File: config.mk
export PLATFORM = sky130hd
export DESIGN_NAME = arm_multicycle_sequencer
export DESIGN_NICKNAME = d
export VERILOG_FILES = /design/src/rtl/arm_multicycle_sequencer.sv
export SDC_FILE = /design/constraint.sdc
export NUM_CORES = 1
export LEC_CHECK = 0
export BUFFER_PORTS_ARGS = -buffer_cell sky130_fd_sc_hd__buf_2
export CAP_MARGIN = 10
export CORE_AREA = 2 2 75 77
export CTS_CLUSTER_DIAMETER = 60
export DETAILED_ROUTE_END_ITERATION = 16
export DIE_AREA = 0 0 77 79
export PLACE_DENSITY = 0.83
export SETUP_SLACK_MARGIN = 0.2
export SLEW_MARGIN = 20
export SYNTH_ARGS = -nofsm -noshare
export SYNTH_HDL_FRONTEND = slang
export SYNTH_SLANG_ARGS = --single-unit
File: constraint.sdc
create_clock -name CLK -period 3 [get_ports CLK]
set_clock_uncertainty 0.05 [all_clocks]
set_input_delay 0.6 -clock CLK [delete_from_list [all_inputs] [get_ports CLK]]
set_output_delay 0.6 -clock CLK [all_outputs]
set_load 0.03 [all_outputs]
File: src/rtl/arm_multicycle_sequencer.sv
// Multi-cycle control unit for the ARM calculator datapath.
// Sequences FETCH/DECODE/EXEC/[MEM]/COMMIT, gates write strobes and holds NZCV flags.
module arm_multicycle_sequencer #(
  parameter logic [31:0] HALT_INSTR = 32'hEF000000,
  parameter bit          AUTO_RUN   = 1'b0
) (
  input  logic        CLK,
  input  logic        RST,
  input  logic        Run,
  input  logic [31:0] Instr,
  input  logic [3:0]  ALUFlags,
  output logic        PCWrite,
  output logic        PCSrc,
  output logic        RegWrite,
  output logic        MemWrite,
  output logic        MemtoReg,
  output logic [1:0]  ALUControl,
  output logic [1:0]  ALUSrc,
  output logic [1:0]  ImmSrc,
  output logic [1:0]  RegSrc,
  output logic [3:0]  Flags,
  output logic        Halted,
  output logic        Undef
);

  typedef enum logic [2:0] {
    S_IDLE, S_FETCH, S_DECODE, S_EXEC, S_MEM, S_COMMIT, S_HALT
  } state_t;

  state_t      r_state;
  logic [31:0] r_ir;
  logic        r_pass;
  logic        r_mem;
  logic        r_str;
  logic        r_regwr;
  logic        r_flag_en;
  logic        r_flag_arith;
  logic        r_pcwrite;
  logic        r_pcsrc;
  logic        r_regwrite;
  logic        r_memwrite;
  logic        r_memtoreg;
  logic [1:0]  r_aluctl;
  logic [1:0]  r_alusrc;
  logic [1:0]  r_immsrc;
  logic [1:0]  r_regsrc;
  logic [3:0]  r_flags;
  logic        r_halted;
  logic        r_undef;

  logic [1:0]  w_alusrc;
  logic [1:0]  w_aluctl;
  logic [1:0]  w_immsrc;
  logic [1:0]  w_regsrc;
  logic        w_memtoreg;
  logic        w_branch;
  logic        w_regwr;
  logic        w_is_mem;
  logic        w_is_str;
  logic        w_flag_en;
  logic        w_flag_arith;
  logic        w_undef;
  logic        w_pass;
  logic        w_pcsrc;
  logic        w_halt;

  // Condition check on stored NZCV; the unconditional-extension space (1111) never passes.
  function automatic logic cond_ok(input logic [3:0] c, input logic [3:0] f);
    logic n, z, cf, v;
    n = f[3]; z = f[2]; cf = f[1]; v = f[0];
    case (c)
      4'h0:    cond_ok = z;
      4'h1:    cond_ok = !z;
      4'h2:    cond_ok = cf;
      4'h3:    cond_ok = !cf;
      4'h4:    cond_ok = n;
      4'h5:    cond_ok = !n;
      4'h6:    cond_ok = v;
      4'h7:    cond_ok = !v;
      4'h8:    cond_ok = cf && !z;
      4'h9:    cond_ok = !cf || z;
      4'hA:    cond_ok = (n == v);
      4'hB:    cond_ok = (n != v);
      4'hC:    cond_ok = !z && (n == v);
      4'hD:    cond_ok = z || (n != v);
      4'hE:    cond_ok = 1'b1;
      default: cond_ok = 1'b0;
    endcase
  endfunction

  // Decode the word presented in FETCH so selects are valid from the first DECODE cycle.
  always_comb begin
    w_alusrc     = 2'b00;
    w_aluctl     = 2'b00;
    w_immsrc     = 2'b00;
    w_regsrc     = 2'b00;
    w_memtoreg   = 1'b0;
    w_branch     = 1'b0;
    w_regwr      = 1'b0;
    w_is_mem     = 1'b0;
    w_is_str     = 1'b0;
    w_flag_en    = 1'b0;
    w_flag_arith = 1'b0;
    w_undef      = 1'b0;
    case (Instr[27:26])
      2'b00: begin
        w_alusrc = {1'b0, Instr[25]};
        case (Instr[24:21])
          4'b0100: begin w_aluctl = 2'b00; w_regwr = 1'b1; w_flag_arith = 1'b1; w_flag_en = Instr[20]; end
          4'b0010: begin w_aluctl = 2'b01; w_regwr = 1'b1; w_flag_arith = 1'b1; w_flag_en = Instr[20]; end
          4'b0000: begin w_aluctl = 2'b10; w_regwr = 1'b1; w_flag_en = Instr[20]; end
          4'b1100: begin w_aluctl = 2'b11; w_regwr = 1'b1; w_flag_en = Instr[20]; end
          4'b1010: begin w_aluctl = 2'b01; w_flag_arith = 1'b1; w_flag_en = 1'b1; end
          default: w_undef = 1'b1;
        endcase
      end
      2'b01: begin
        w_alusrc = 2'b01;
        w_immsrc = 2'b01;
        w_aluctl = Instr[23] ? 2'b00 : 2'b01;
        w_is_mem = 1'b1;
        if (Instr[20]) begin
          w_memtoreg = 1'b1;
          w_regwr    = 1'b1;
        end else begin
          w_regsrc = 2'b10;
          w_is_str = 1'b1;
        end
        w_undef = Instr[25];
      end
      2'b10: begin
        w_alusrc = 2'b01;
        w_immsrc = 2'b10;
        w_regsrc = 2'b01;
        w_branch = 1'b1;
        w_undef  = Instr[24];
      end
      default: w_undef = 1'b1;
    endcase
  end

  assign w_halt  = (Instr == HALT_INSTR);
  assign w_pass  = cond_ok(Instr[31:28], r_flags) && !w_undef;
  assign w_pcsrc = w_pass && (w_branch || (w_regwr && (Instr[15:12] == 4'hF)));

  // State machine with registered control outputs.
  always_ff @(posedge CLK) begin
    if (RST) begin
      r_state      <= S_IDLE;
      r_ir         <= 32'h0;
      r_pass       <= 1'b0;
      r_mem        <= 1'b0;
      r_str        <= 1'b0;
      r_regwr      <= 1'b0;
      r_flag_en    <= 1'b0;
      r_flag_arith <= 1'b0;
      r_pcwrite    <= 1'b0;
      r_pcsrc      <= 1'b0;
      r_regwrite   <= 1'b0;
      r_memwrite   <= 1'b0;
      r_memtoreg   <= 1'b0;
      r_aluctl     <= 2'b00;
      r_alusrc     <= 2'b00;
      r_immsrc     <= 2'b00;
      r_regsrc     <= 2'b00;
      r_flags      <= 4'h0;
      r_halted     <= 1'b0;
      r_undef      <= 1'b0;
    end else begin
      r_pcwrite  <= 1'b0;
      r_regwrite <= 1'b0;
      r_memwrite <= 1'b0;
      r_undef    <= 1'b0;
      case (r_state)
        S_IDLE: begin
          if (Run || AUTO_RUN) r_state <= S_FETCH;
        end
        S_FETCH: begin
          r_ir         <= Instr;
          r_state      <= S_DECODE;
          r_undef      <= w_undef && !w_halt;
          r_pass       <= w_pass && !w_halt;
          r_mem        <= w_is_mem;
          r_str        <= w_is_str;
          r_regwr      <= w_regwr && w_pass;
          r_flag_en    <= w_flag_en && w_pass;
          r_flag_arith <= w_flag_arith;
          if (!(w_halt || w_undef)) begin
            r_alusrc   <= w_alusrc;
            r_aluctl   <= w_aluctl;
            r_immsrc   <= w_immsrc;
            r_regsrc   <= w_regsrc;
            r_memtoreg <= w_memtoreg;
            r_pcsrc    <= w_pcsrc;
          end
        end
        S_DECODE: begin
          if (r_ir == HALT_INSTR) begin
            r_state  <= S_HALT;
            r_halted <= 1'b1;
          end else if (!r_pass) begin
            r_state   <= S_COMMIT;
            r_pcwrite <= 1'b1;
          end else begin
            r_state <= S_EXEC;
          end
        end
        S_EXEC: begin
          if (r_mem) begin
            r_state    <= S_MEM;
            r_memwrite <= r_str;
          end else begin
            r_state    <= S_COMMIT;
            r_pcwrite  <= 1'b1;
            r_regwrite <= r_regwr;
          end
        end
        S_MEM: begin
          r_state    <= S_COMMIT;
          r_pcwrite  <= 1'b1;
          r_regwrite <= r_regwr;
        end
        S_COMMIT: begin
          // Logical ops only touch N and Z; C and V carry over.
          if (r_flag_en) begin
            r_flags <= r_flag_arith ? ALUFlags : {ALUFlags[3:2], r_flags[1:0]};
          end
          r_alusrc   <= 2'b00;
          r_aluctl   <= 2'b00;
          r_immsrc   <= 2'b00;
          r_regsrc   <= 2'b00;
          r_memtoreg <= 1'b0;
          r_pcsrc    <= 1'b0;
          r_state    <= Run ? S_FETCH : S_IDLE;
        end
        S_HALT: begin
          r_halted <= 1'b1;
        end
        default: r_state <= S_IDLE;
      endcase
    end
  end

  // Reset arriving mid-instruction must suppress a strobe already registered for this cycle.
  assign PCWrite    = r_pcwrite  & ~RST;
  assign RegWrite   = r_regwrite & ~RST;
  assign MemWrite   = r_memwrite & ~RST;
  assign PCSrc      = r_pcsrc;
  assign MemtoReg   = r_memtoreg;
  assign ALUControl = r_aluctl;
  assign ALUSrc     = r_alusrc;
  assign ImmSrc     = r_immsrc;
  assign RegSrc     = r_regsrc;
  assign Flags      = r_flags;
  assign Halted     = r_halted;
  assign Undef      = r_undef;

endmodule

## After elaboration in Yosys (flattened, before gate mapping)

Index checks and enable logic that the tools add are counted.

- Flip-flop bits (word level): 60
- Word-level logic and storage cells: 148
- Input bits: 39
- Output and inout bits: 19

- Mux-type cells: 48
- Reductions and logical operators: 37
- Eq/ne operators: 34
- Bitwise logic cells: 8

Operators by type and width:

| kind | number |
|---|---|
| 32-bit == test (second input constant) | 2 |
| 4-bit == test (second input constant) | 10 |
| 2-bit case mux with 2 select lines | 7 |
| 1-bit 2-to-1 mux | 21 |
| 3-bit case mux with 7 select lines | 1 |
| 4-bit by 3-bit == test with 1-bit output (second input constant) | 5 |
| 1-bit case mux with 15 select lines | 1 |
| 1-bit case mux with 2 select lines | 7 |
| 4-bit by 2-bit == test with 1-bit output (second input constant) | 3 |
| 2-bit 2-to-1 mux | 5 |
| 3-bit == test (second input constant) | 3 |
| 1-bit logical AND | 9 |
| 3-bit 2-to-1 mux | 3 |
| 4-bit logical NOT | 2 |
| 2-bit AND reduction | 4 |
| 3-bit by 2-bit == test with 1-bit output (second input constant) | 2 |
| 1-bit logical NOT | 6 |
| 2-bit != test (second input constant) | 3 |
| 1-bit case mux with 3 select lines | 2 |
| 2-bit case mux with 3 select lines | 1 |
| 2-bit OR reduction | 3 |
| 3-bit OR reduction | 2 |
| 1-bit inverter | 5 |
| 5-bit OR reduction | 1 |
| 13 further kinds | 19 |

## Logic depth before layout (Yosys ltp)

- Depth after elaboration: 9
- Mapped depth: 8
- Gate-level depth less buffers: 8

## Worst setup path after synthesis

Ideal clock, no wire load.

- Path kind: input port to flip-flop
- From: input port Instr[27]
- To: register r_pcsrc, in the netlist PCSrc
- Stages: 7
- Buffers on the path: 0
- Required time: 2,858 ps
- Data arrival time: 2,186 ps
- Setup time: 92 ps
- Setup slack: 671 ps
- Cell sequence: inv_1 > ha_1 > a221oi_4 > nand2_2 > nor3_4 > or4b_1 > o32ai_1

- Cells in the longest elaborated chain, start to end: 7
- Elaborated cells on any way between the ends: 17
- Classes of those cells: 4 x eq/ne; 5 x mux; 8 x reduce/logical

RTL lines:

| what | line | text |
|---|---|---|
| from (decl) | 10 | `input logic [31:0] Instr,` |
| 2-bit == test, or another cell as far along | 105 | `case (Instr[27:26])` |
| 1-bit case mux with 3 select lines / 1-bit case mux with 2 select lines (equally long branches) | 105 |  |
| 1-bit logical NOT / 1-bit logical AND (equally long branches) | 143, 144 |  |
| 1-bit logical AND / 1-bit logical OR (equally long branches) | 143, 144 |  |
| 1-bit logical AND | 144 | `assign w_pcsrc = w_pass && (w_branch \|\| (w_regwr && (Instr[15:12] == 4'hF)));` |
| 1-bit 2-to-1 mux | 188 | `if (!(w_halt \|\| w_undef)) begin` |
| 1-bit case mux with 2 select lines | 174 | `case (r_state)` |
| to (signal assigned) | 194 | `r_pcsrc <= w_pcsrc;` |
| to (decl) | 39 | `logic r_pcsrc;` |

Parallel ways exist; a longest one is shown, timed or not. The select of a mux whose other input is x is not followed.
A chain may end at the register's enable or synchronous reset.

## Worst setup path after layout

- From: register r_state[2]
- To: register r_flag_en

- Cells in the longest elaborated chain, start to end: 1

RTL lines:

| what | line | text |
|---|---|---|
| from (decl) | 30 | `state_t r_state;` |
| from (signal assigned) | 234 | `r_state <= Run ? S_FETCH : S_IDLE;` |
| 3-bit by 1-bit == test with 1-bit output | 174 |  |
| to (signal assigned) | 186 | `r_flag_en <= w_flag_en && w_pass;` |
| to (decl) | 36 | `logic r_flag_en;` |

No other way between the ends.

==> metrics.md <==
| Metric | Value |
|---|---|
| Final Max Tran Viols | 0 |
| Routed Antenna Nets | 0 |
| Die ar. | 0.00608 sq mm |
| Yosys top cell area share | 0.420 |
| Startpoint types | flip-flop |
| Area grow syn2layout | 16.2% |
| Slowest stage delay, CP | roughly 0.70 ns |
| Slowest CP cell | or4_1 |
| H-Tree Depth | 3 |
| Post-CTS Setup Inserts | 0 |
| Area of the core | 0.00534 sq mm |
| Final hold vios | 0 |
| DP HPWL | 4630 um |
| Maximum root-to-sink buffer count | 2 |
| Num CTS Buffers | 9 |
| Final critical path time including I/O delays and setup | approximately 2.2 ns |
| # IOs | between 50 and 60 |
| Pwr per Cell Area | about 570 mW/mm^2 |
| Synth Warn # | 0 |
| Max_cap viols | 0 |
| Flop-to-flop setup slack | 0.77 ns |
| Router iterations before antenna repair | 4 |
| Worst Setup End Kind | flip-flop |
| Antenna violations before repair | 0 |
| CTS tree | yes |
| DRC | 0 |
| Post-CTS Hold Buffers | 0 |
| Share of synthesized flip-flops with an asynchronous set or reset | 0 |
| Nets@finish | about 430 |
| Leakage | 1.28 nW |
| Synth unique cells | 51 |
| Vias in the first global route | 2204 |
| Die Span X | about 77 um |
| Register area share after synthesis | 0.420 |
| First-pass GRT wire length | just over 10000 um |
| Worst Hold Class | flip-flop to flip-flop |
| Avg WL per Cell | between 10 and 15 um |
| Synth Cell Area | roughly 0.0028 sq mm |
| Core Rows | 27 |
| Hold Path Depth | 2 |
| Die height | around 79 um |
| Final WS setup | 0.770 ns |
| CTS clk-pin slew, worst paths | 0.06 ns |
| #FFs+latches synth | 58 |
| Clock latency on the worst-skew pair | between 0.3 and 0.4 ns |
| Largest net degree at the start of global routing | 47 |
| Final Wtd Congestion | around 0.83 |
| Final period util | 0.743 |
| Post-CTS Resized | 0 |
| RSZ-0062 raised after global routing | no |
| Buf/Inv on CP | 1 |
| Critical path type | flip-flop to flip-flop |
| Sum Neg Setup Slack | 0 ns |
| Routed via count | 2575 |
| Worst-path fanout max | 17 |
| Worst EP required | approximately 3.2 ns |
| Stages on worst setup path | 4 |
| Area leader, netlist | dfxtp_1 |
| DP Worst Slack | ~0.53 ns |
| Final Setup Violations | 0 |
| Worst-Margin Slew | about 0.7 ns |
| R2R depth | 4 |
| Layout cells sized above 1 | 0.216 |
| Initial DRC count | roughly 160 |
| I/O Buffers | 56 |
| GR Overflow Total | 0 |
| Total GRT Usage | 0.211 |
| Syn nets | between 300 and 400 |
| Mean Syn Cell Area | slightly above 8 sq um |
| Maximum clock frequency | about 0.45 GHz |
| Top area cells in the synthesized netlist | dfxtp_1 (42%), nand2_1 (10%), a21oi_1 (8.9%), mux2i_1 (4.0%), nor2_1 (3.0%) |
| Relative slew slack | 0.537 |
| Top delay family on crit path | simple AND/OR/NAND/NOR gates |
| Top FF cell, synth | dfxtp_1 |
| WL final | ~6300 um |
| EDFF count, synth | 0 |
| Gate count of the mapped netlist | between 300 and 400 |
| Status | finished clean |
| Crit path DAT | 2.40 ns |
| Vias per cell | 5.54 |
| VDD IR max | approximately 0.40 mV |
| Clock sinks | 58 |
| Initial Utilization | 0.518 |
| # diodes | 0 |
| Root buf cell | clkbuf_8 |
| CP Cell Sequence | inv_1, nand3_1, or4_1, o41ai_1 |
## registers in the layout (all words and copies together) (netlist names), 2 cells and up
| register | count |
|---|---|
| ALUControl | 2 |
| RegSrc | 2 |
| r_state | 3 |
| Flags | 4 |
| r_ir | 32 |
## final cells by class
type	instances	area, sq um
inverter	8	30.0
clock buffer	12	155
sequential	58	1160
timing repair buffer	60	310
clock inverter	3	15.0
multi-input combinational	252	1450
tap	72	90.1
fill	511	2130
## through the flow
step	hold slack, ns	utilization	total power (W)	area [sq um]	instances
2_1_floorplan	0.364	-	0.00112	2760	343
3_3_place_gp	0.383	0.570	0.00121	3040	450
3_5_place_dp	0.386	0.570	0.00121	3040	450
4_1_cts	0.394	0.602	0.00184	3210	465
5_1_grt	0.421	0.602	0.00192	3210	465
6_report	0.390	0.602	0.00183	3210	465
## power breakdown
| part | internal, W | switching, W |
|---|---|---|
| sequential | 0.000832 | 0.0000398 |
| clock | 0.000336 | 0.000292 |
| combinational | 0.000123 | 0.000206 |
## cell usage in the layout, fill, tap and decap left out, types with 4 or more instances in the layout
cell type   n
a21oi_1    49
nor3_1      5
nor4_1      6
ha_1        5
nand4_1     4
nor2b_1     5
nand3_1     9
dfxtp_1    58
nor4b_1     6
buf_4       4
nor2_1     22
inv_1       8
mux2i_1    11
nand2b_1    4
buf_2      56
clkbuf_8   11
nand2_1    77
## synth_stat cells, types with 2 or more instances
cell type	n
inv_1	8
nand2b_1	4
and4b_1	2
mux2i_1	11
nor3b_1	2
or4_1	2
o32ai_1	2
o31a_1	2
buf_1	2
nor4_1	6
and3_4	2
xnor2_1	2
ha_1	5
dfxtp_1	58
a211oi_1	2
nand4_1	4
a21o_1	2
buf_4	4
mux2_2	2
nand3b_1	3
o21ai_0	3
nor2b_1	5
nor2_1	22
o41ai_1	3
a31oi_1	2
buf_2	4
nor4b_1	6
a21oi_1	49
nand2_1	77
or2b_1	2
nor3_1	5
clkbuf_1	13
nand3_1	9
## cell families (layout without fill, tap and decap cells)
logic type / after synthesis / after routing / share of synthesized area
DFF: 58 / 58 / 0.420
xor gates and xnor gates: 3 / 3 / 0.00951
muxes: 13 / 13 / 0.0480
adders and majority gates: 5 / 5 / 0.0226
buffers and inverters: 33 / 83 / 0.0552
AOI/OAI and AO/OA: 69 / 69 / 0.149
other: 1 / 1 / 0.00136
and+or+nand+nor: 161 / 161 / 0.294
## path summary, 6_finish.rpt
check	start	to
setup / recovery	r_state[2]	r_flag_en
hold / removal	Halted	Halted
setup reg to reg	r_state[2]	r_flag_en
hold reg to reg	Halted	Halted
## tightest hold or removal path, cell delays in order, from the launching register on
cell and delay, ns:
dfxtp_1 0.31, inv_1 0.04, a21oi_1 0.05
## routing by layer
metal / share of wire / vias to the layer above / wire length, um / global-route usage
li1: - / 1276 / - / -
met1: 0.46 / 1221 / 2930 / 0.274
met2: 0.47 / 70 / 2960 / 0.346
met3: 0.058 / 8 / 367 / 0.0580
met4: 0.0098 / 0 / 62 / 0.0625
met5: 0 / - / 0 / 0
No activity file was read; power rests on OpenSTA's default activity.
